===== src/rtl/alu_pkg.sv =====
// Shared definitions for the ALU front-end: default widths, opcode constants,
// loader FSM encoding and small helpers used by alu_input_loader.
package alu_pkg;

  localparam int unsigned DATA_WIDTH_DEF = 8;
  localparam int unsigned OP_WIDTH_DEF   = 6;

  localparam logic [5:0] OP_ADD = 6'b100000;
  localparam logic [5:0] OP_SUB = 6'b100010;
  localparam logic [5:0] OP_AND = 6'b100100;
  localparam logic [5:0] OP_OR  = 6'b100101;
  localparam logic [5:0] OP_XOR = 6'b100110;
  localparam logic [5:0] OP_SRA = 6'b000011;
  localparam logic [5:0] OP_SRL = 6'b000010;
  localparam logic [5:0] OP_NOR = 6'b100111;

  typedef enum logic [1:0] {
    S_WAIT_A  = 2'd0,
    S_WAIT_B  = 2'd1,
    S_WAIT_OP = 2'd2,
    S_READY   = 2'd3
  } state_e;

  // Request bits are {op, b, a}; A wins over B, B wins over OP.
  function automatic logic [2:0] pick_first(input logic [2:0] req);
    logic [2:0] grant;
    grant = 3'b000;
    if (req[0]) begin
      grant = 3'b001;
    end else if (req[1]) begin
      grant = 3'b010;
    end else if (req[2]) begin
      grant = 3'b100;
    end
    return grant;
  endfunction

  function automatic state_e advance(input state_e s);
    state_e n;
    unique case (s)
      S_WAIT_A:  n = S_WAIT_B;
      S_WAIT_B:  n = S_WAIT_OP;
      S_WAIT_OP: n = S_READY;
      S_READY:   n = S_READY;
      default:   n = S_WAIT_A;
    endcase
    return n;
  endfunction

endpackage


===== src/rtl/btn_conditioner.sv =====
// Pushbutton front end: 2-flop synchronizer, optional debouncer (ALU_LOADER_DEBOUNCE_EN)
// and rising-edge detector producing a single-cycle press pulse.
module btn_conditioner #(
  parameter int unsigned DEBOUNCE_CYCLES = 16
) (
  input  logic clk,
  input  logic reset,
  input  logic btn_i,
  output logic pulse_o
);

  if (DEBOUNCE_CYCLES < 1) begin : g_bad_cfg
    $error("DEBOUNCE_CYCLES must be at least 1");
  end

  logic sync1_q;
  logic sync2_q;
  logic level;
  logic prev_q;

  // Not reset: the chain keeps tracking the pin so a button held through
  // reset is seen at its true level the moment reset drops.
  always_ff @(posedge clk) begin
    sync1_q <= btn_i;
    sync2_q <= sync1_q;
  end

`ifdef ALU_LOADER_DEBOUNCE_EN
  localparam int unsigned CntW = (DEBOUNCE_CYCLES > 1) ? $clog2(DEBOUNCE_CYCLES) : 1;

  logic [CntW-1:0] cnt_q;
  logic [CntW-1:0] cnt_d;
  logic            stable_q;
  logic            stable_d;

  // Count consecutive samples that disagree with the accepted level; any
  // agreeing sample restarts the count, so short glitches never get through.
  always_comb begin
    cnt_d    = '0;
    stable_d = stable_q;
    if (sync2_q != stable_q) begin
      if (cnt_q == CntW'(DEBOUNCE_CYCLES - 1)) begin
        stable_d = sync2_q;
      end else begin
        cnt_d = cnt_q + 1'b1;
      end
    end
  end

  // Accepted level starts high so a held button must be seen released first.
  always_ff @(posedge clk) begin
    if (reset) begin
      cnt_q    <= '0;
      stable_q <= 1'b1;
    end else begin
      cnt_q    <= cnt_d;
      stable_q <= stable_d;
    end
  end

  assign level = stable_q;
`else
  assign level = sync2_q;
`endif

  // prev starts high: no pulse until the level has been observed low.
  always_ff @(posedge clk) begin
    if (reset) begin
      prev_q <= 1'b1;
    end else begin
      prev_q <= level;
    end
  end

  assign pulse_o = level & ~prev_q;

endmodule


===== src/rtl/alu_input_loader.sv =====
// Loads ALU operands A, B and opcode from a switch bank using three pushbuttons.
// Optional button debounce is compiled in with macro ALU_LOADER_DEBOUNCE_EN.
module alu_input_loader
  import alu_pkg::*;
#(
  parameter int unsigned DATA_WIDTH      = DATA_WIDTH_DEF,
  parameter int unsigned OP_WIDTH        = OP_WIDTH_DEF,
  parameter int unsigned DEBOUNCE_CYCLES = 16
) (
  input  logic                  clk,
  input  logic                  reset,
  input  logic [DATA_WIDTH-1:0] i_sw,
  input  logic                  i_btn_a,
  input  logic                  i_btn_b,
  input  logic                  i_btn_op,
  output logic [DATA_WIDTH-1:0] o_A,
  output logic [DATA_WIDTH-1:0] o_B,
  output logic [OP_WIDTH-1:0]   o_Op,
  output logic                  o_valid,
  output logic [2:0]            o_loaded
);

  if (OP_WIDTH > DATA_WIDTH) begin : g_bad_width
    $error("OP_WIDTH must not exceed DATA_WIDTH");
  end

  logic pulse_a;
  logic pulse_b;
  logic pulse_op;

  btn_conditioner #(
    .DEBOUNCE_CYCLES(DEBOUNCE_CYCLES)
  ) u_cond_a (
    .clk    (clk),
    .reset  (reset),
    .btn_i  (i_btn_a),
    .pulse_o(pulse_a)
  );

  btn_conditioner #(
    .DEBOUNCE_CYCLES(DEBOUNCE_CYCLES)
  ) u_cond_b (
    .clk    (clk),
    .reset  (reset),
    .btn_i  (i_btn_b),
    .pulse_o(pulse_b)
  );

  btn_conditioner #(
    .DEBOUNCE_CYCLES(DEBOUNCE_CYCLES)
  ) u_cond_op (
    .clk    (clk),
    .reset  (reset),
    .btn_i  (i_btn_op),
    .pulse_o(pulse_op)
  );

  state_e                state_q;
  state_e                state_d;
  logic [DATA_WIDTH-1:0] a_q;
  logic [DATA_WIDTH-1:0] a_d;
  logic [DATA_WIDTH-1:0] b_q;
  logic [DATA_WIDTH-1:0] b_d;
  logic [OP_WIDTH-1:0]   op_q;
  logic [OP_WIDTH-1:0]   op_d;
  logic [2:0]            loaded_q;
  logic [2:0]            loaded_d;
  logic                  valid_q;
  logic                  valid_d;
  logic [2:0]            req;
  logic [2:0]            grant;

  always_comb begin
    req      = 3'b000;
    state_d  = state_q;
    a_d      = a_q;
    b_d      = b_q;
    op_d     = op_q;
    loaded_d = loaded_q;

    // While loading, only the awaited button is listened to.
    unique case (state_q)
      S_WAIT_A:  req = {2'b00, pulse_a};
      S_WAIT_B:  req = {1'b0, pulse_b, 1'b0};
      S_WAIT_OP: req = {pulse_op, 2'b00};
      S_READY:   req = {pulse_op, pulse_b, pulse_a};
      default:   req = 3'b000;
    endcase

    grant = pick_first(req);

    if (grant[0]) begin
      a_d         = i_sw;
      loaded_d[0] = 1'b1;
    end
    if (grant[1]) begin
      b_d         = i_sw;
      loaded_d[1] = 1'b1;
    end
    if (grant[2]) begin
      op_d        = i_sw[OP_WIDTH-1:0];
      loaded_d[2] = 1'b1;
    end
    if (grant != 3'b000) begin
      state_d = advance(state_q);
    end

    valid_d = (state_d == S_READY);
  end

  always_ff @(posedge clk) begin
    if (reset) begin
      state_q  <= S_WAIT_A;
      a_q      <= '0;
      b_q      <= '0;
      op_q     <= '0;
      loaded_q <= 3'b000;
      valid_q  <= 1'b0;
    end else begin
      state_q  <= state_d;
      a_q      <= a_d;
      b_q      <= b_d;
      op_q     <= op_d;
      loaded_q <= loaded_d;
      valid_q  <= valid_d;
    end
  end

  assign o_A      = a_q;
  assign o_B      = b_q;
  assign o_Op     = op_q;
  assign o_valid  = valid_q;
  assign o_loaded = loaded_q;

endmodule


===== config.mk =====
export PLATFORM = sky130hd
export DESIGN_NAME = alu_input_loader
export DESIGN_NICKNAME = d
export VERILOG_FILES = /design/src/rtl/alu_pkg.sv /design/src/rtl/btn_conditioner.sv /design/src/rtl/alu_input_loader.sv
export SDC_FILE = /design/constraint.sdc
export NUM_CORES = 1
export LEC_CHECK = 0
export CAP_MARGIN = 10
export CORE_MARGIN = 3
export CORE_UTILIZATION = 40
export CTS_CLUSTER_DIAMETER = 80
export CTS_CLUSTER_SIZE = 12
export DETAILED_ROUTE_END_ITERATION = 6
export GPL_ROUTABILITY_DRIVEN = 0
export GPL_TIMING_DRIVEN = 0
export PLACE_DENSITY_LB_ADDON = 0.2
export SYNTH_ARGS = -nofsm -noshare
export SYNTH_HDL_FRONTEND = slang
export SYNTH_SLANG_ARGS = --single-unit

===== constraint.sdc =====
create_clock -name clk -period 3 [get_ports clk]
set_clock_uncertainty 0.15 [all_clocks]
set_input_delay 0.3 -clock clk [delete_from_list [all_inputs] [get_ports clk]]
set_output_delay 0.3 -clock clk [all_outputs]
set_load 0.02 [all_outputs]

# == Word-level counts from Yosys, hierarchy flattened ==
# Cells that the tools add are included.
# classes
n_eq_ne,4
n_mux,6
bitwise_logic,6
reduce_logical,3
# ops
operator,count
$pmux W3 S4,1
$mux W3,3
$eq A2 B2 Y1 const B,3
$pmux W2 S3,1
$and A1 B1 Y1,3
$not A1 Y1,3
$reduce_bool A3 Y1,1
$eq A2 B1 Y1 const B,1
$logic_not A2 Y1,1
$mux W2,1
$reduce_or A2 Y1,1
# word_totals
ff_bits,37
inputBits,13
output_inout_bits,26
word_cells,36

# == Longest topological paths before layout ==
# Gate-level depths: netlist (run 1).
# depth
word_depth,9
mapped_depth,5
mapped_depth_nobuf,3

# == Hierarchy ==
# A second synthesis (run 1) with hierarchy kept.
# unflattened
hier_cells,134
hier_area_um2,1353.8
# modules_own_cells
module,n_inst,cells_per_inst,area_each_um2,seq_area_each_um2
alu_input_loader,1,119,1136.1,560.5
btn_conditioner,3,5,72.6,60.1

# == Worst setup path after synthesis (run 1) ==
# No wires, ideal clock.
# synth_path
path_kind,flip-flop to flip-flop
from,register state_q[1]
to,"register op_q[0], in the netlist o_Op[0]"
setup_ps,72
t_arrival_ps,1306
t_required_ps,2778
slack_ps,1472
path_stages_with_launch,5
n_path_buf,1
synth_period_minus_slack_ps,1528
path_cell_list,dfxtp_1 > buf_2 > xnor2_2 > a211oi_4 > mux2i_1
# synth_via
elab_chain_len,5
elab_cells_between_ends,8
cone_classes,eq/ne: 3; mux: 4; reduce/logical: 1
# synth_rtl
element,line_no,source
start: declaration,alu_input_loader.sv:58,state_e state_q;
start signal: assignment,alu_input_loader.sv:120,state_q <= state_d;
$eq A2 B2 Y1 (tied with other cells),alu_input_loader.sv:82,unique case (state_q)
$pmux W3 S4 (*),alu_input_loader.sv:82,
$mux W3,alu_pkg.sv:32,end else if (req[2]) begin
$mux W3,alu_pkg.sv:30,end else if (req[1]) begin
$mux W3 (*),alu_pkg.sv:28,if (req[0]) begin
end signal: assignment,alu_input_loader.sv:123,op_q <= op_d;
end: declaration,alu_input_loader.sv:64,logic [OP_WIDTH-1:0] op_q;
# Mark *: on every way between the ends. The rest lies on a longest branch, timed or not.
# A chain may end at the register's enable or synchronous reset.

# == Worst setup path after layout (run 1) ==
# layout_path
from,"register b_q[6], in the netlist o_B[6]"
to,output port o_B[6]
# layout_rtl
element,line_no,source
start: declaration,alu_input_loader.sv:62,logic [DATA_WIDTH-1:0] b_q;
start signal: assignment,alu_input_loader.sv:115,b_q <= '0;
start signal: assignment,alu_input_loader.sv:122,b_q <= b_d;
end: declaration,alu_input_loader.sv:17,"output logic [DATA_WIDTH-1:0] o_B,"
# No word-level cell between the ends.

==> results.py, run 1 <==
metrics = {
    "yosys": {
        "synthMuxAreaShare": 0.0451,
        "synth_top_area_frac": 0.556,
        "synth_top_family_by_area": "simple AND/OR/NAND/NOR gates",
        "synth-compound-area-share": 0.161,
        "yosys.area_share.simple": 0.193,
        "synth_fa_ha_area_frac": 0,
        "netlist_area_sq_um": 1330,
        "synth_xor_xnor_area_share": 0.0188,
        "synth.distinct_cells": 23,
        "synthTopCellsByArea": "dfxtp_1 (56%), a21oi_1 (6.8%), nand2b_1 (6.1%)",
        "synth_warnings": 0,
        "synth_area_per_cell_sq_um": 9.80,
        "seq_area_frac_synth": 0.556,
        "synth_cells": 136,
        "ys_ff_latch": 37,
        "synth_area_leader_cell": "dfxtp_1",
        "synth_nets": 149,
    },
    "global_route": {
        "grt_max_degree": 11,
        "grt_first_pass_wirelength_microns": 5330,
        "grt_antenna_before_repair": 0,
        "grt_remaining_overflow": 0,
        "grt_usage": 0.171,
        "grt_pass1_vias": 1147,
    },
    "hold_path": {
        "holdPathStages": 0,
        "hold-path-endpoint": "u_cond_b.level",
        "min_from": "u_cond_b.sync1_q",
        "min_path_type": "reg -> reg",
    },
    "drt": {
        "drt_iter0_markers": 44,
        "wl_per_cell_microns": 14.2,
        "drc_errors": 0,
        "dr_total_vias": 1157,
        "drtPass1Iterations": 4,
        "wirelength_microns": 3170,
        "viasPerCell": 5.17,
        "antenna_left": 0,
    },
    "clock_network": {
        "cts_setup_buffers": 0,
        "htree_levels": 2,
        "cts_tree": "yes",
        "root_buffer": "clkbuf_4",
        "hold_buffers": 0,
        "cts_resized": 0,
        "cts_sinks": 37,
        "clk_pin_slew_worst_paths_ps": 100,
        "cts_buffer_depth": 2,
        "worstSkewPairLatency_ps": 340,
        "cts_buffers": 5,
    },
    "layout": {
        "layout_common_cells": "clkdlybuf4s50_1 (37), dfxtp_1 (37), a21oi_1 (18)",
        "diodes": 0,
        "final_nets": 193,
        "areaGrowthSynthToFinish_pct": 36.1,
        "drive_gt1_frac": 0.0833,
        "fin_area_sq_um": 1810,
        "fin_cells": 224,
        "finish.utilization": 0.584,
    },
    "outcome": {
        "outcome": "finished, final reports clean",
    },
    "sta": {
        "layout_setup_ws_ps": 1240,
        "hold_viol": 0,
        "tns_ps": 0,
        "rsz0062_at_grt": "no",
        "setup-violations-final": 0,
        "final-max-slew-violation-count": 0,
        "fmax_mhz": 567,
        "tightest_slew_ps": 550,
        "final.period_utilization": 0.587,
        "relSlewSlack": 0.633,
        "hold_slack_ps": 184,
        "min_period_ps": 1760,
    },
    "worst_setup_path": {
        "path_cells": "clkdlybuf4s50_1",
        "endpoint_kind": "output port",
        "r2r_start": "u_cond_a.level",
        "cp-start-kind": "flip-flop",
        "slowest_stage": "clkdlybuf4s50_1",
        "path_class": "reg -> out",
        "timing.rr.end": "o_Op[1]",
        "crit_fanout": 2,
        "required_ps": 2550,
        "reg2reg_slack_ps": 1300,
        "cpLargestDelayFamily": "buffers and inverters",
        "worstSetupStartpoint": "o_B[6]",
        "r2r_cells": 4,
        "worstPathArrival_ps": 1310,
        "cpPeakStageDelay_ps": 630,
        "critPathBufInv": 1,
    },
    "flow_run": {
        "maxCapViolations": 0,
    },
    "placed_design": {
        "place_inst": 217,
        "dpl_cell_area_sq_um": 1760,
        "dp_hpwl_microns": 2280,
        "io_buffer_count": 37,
        "pre_cts_ws_ps": 1300,
    },
    "floorplanning": {
        "die_x_microns": 63.7,
        "pin_count": 39,
        "std_cell_rows": 20,
        "die_height_microns": 63.7,
        "dieArea_sq_um": 4060,
        "start_util": 0.429,
        "core_sq_um": 3100,
    },
    "power_and_ir_drop": {
        "power.total_mw": 0.847,
        "p_leak_nw": 0.613,
        "irDropWorstVdd_v": 0.000318,
        "p_per_area_nw_per_um2": 467,
    },
}
-- how the worst max path moves through the flow --
stage	to	slack (ps)	cells past startpoint
after floorplan	o_Op[0]	1470	4
after global placement	o_Op[5]	1320	4
after detailed placement	o_Op[2]	1300	4
after CTS	o_A[0]	1230	1
after global routing	o_Op[2]	1170	4
final	o_B[6]	1240	1
-- cell usage after synthesis --
| master | instances |
|---|---|
| and3b_2 | 1 |
| o21ba_2 | 1 |
| dfxtp_1 | 37 |
| nand2b_1 | 13 |
| or2_2 | 3 |
| o21ai_0 | 16 |
| nor2b_1 | 1 |
| or3b_2 | 1 |
| nand3_1 | 16 |
| a211oi_4 | 1 |
| xor2_1 | 1 |
| mux2i_1 | 6 |
| and3b_1 | 1 |
| and2_1 | 1 |
| nor2_1 | 4 |
| clkbuf_1 | 7 |
| o21a_1 | 1 |
| nand3b_1 | 3 |
| a21oi_1 | 18 |
| inv_1 | 1 |
| buf_2 | 1 |
| a31oi_1 | 1 |
| xnor2_2 | 1 |
-- cells by family after synthesis --
| logic type | Yosys count |
|---|---|
| xor gates and xnor gates | 2 |
| buffers and inverters | 9 |
| AOI/OAI and AO/OA | 38 |
| DFF | 37 |
| muxes | 6 |
| and+or+nand+nor | 44 |
-- routing by layer --
metal / GRT usage / part of all wire
met5: 0 / 0
met1: 0.199 / 0.39
met4: 0.0674 / 0.026
met3: 0.0642 / 0.084
met2: 0.283 / 0.50
-- cell type report --
cell class	count	area, sq um
fillers	317	1290
flip-flops and latches	37	741
multi-input cells	90	557
repair buffers	37	370
clock buffers	7	55.1
well taps	44	55.1
plain buffers	8	31.3
inverters	1	3.75
-- flip-flops by register name (all words and copies together) (netlist names), 2 cells and up --
name,cells
o_B,8
o_Op,6
o_A,8
o_loaded,3
state_q,2
-- where the power goes --
| part | switching (mW) | total, mW | internal (mW) |
|---|---|---|---|
| registers | 0.00724 | 0.511 | 0.504 |
| logic | 0.0375 | 0.0741 | 0.0366 |
| clock network | 0.151 | 0.262 | 0.111 |
No activity file was read; power rests on OpenSTA's default activity.
==> run 2, diff against run 1 <==
- clock period: 3 -> 1.85 ns (I/O delays scaled with it)
==> results of run 2 <==
Same layout as run 1 (identical final DEF). Status: finished, final reports clean.
Main changes from that run: setup slack after placement 1300 ps -> 153 ps; setup slack after layout 1240 ps -> 148 ps; hold slack 184 ps -> 131 ps; start point of the critical path o_B[6] -> u_cond_a.level; end point of the critical path o_B[6] -> o_Op[1]; register-to-register setup slack 1300 ps -> 150 ps; end point of the worst hold path u_cond_b.level -> u_cond_a.sync1_q; total power 0.847 mW -> 1.37 mW; worst IR drop on VDD 0.000318 V -> 0.000515 V
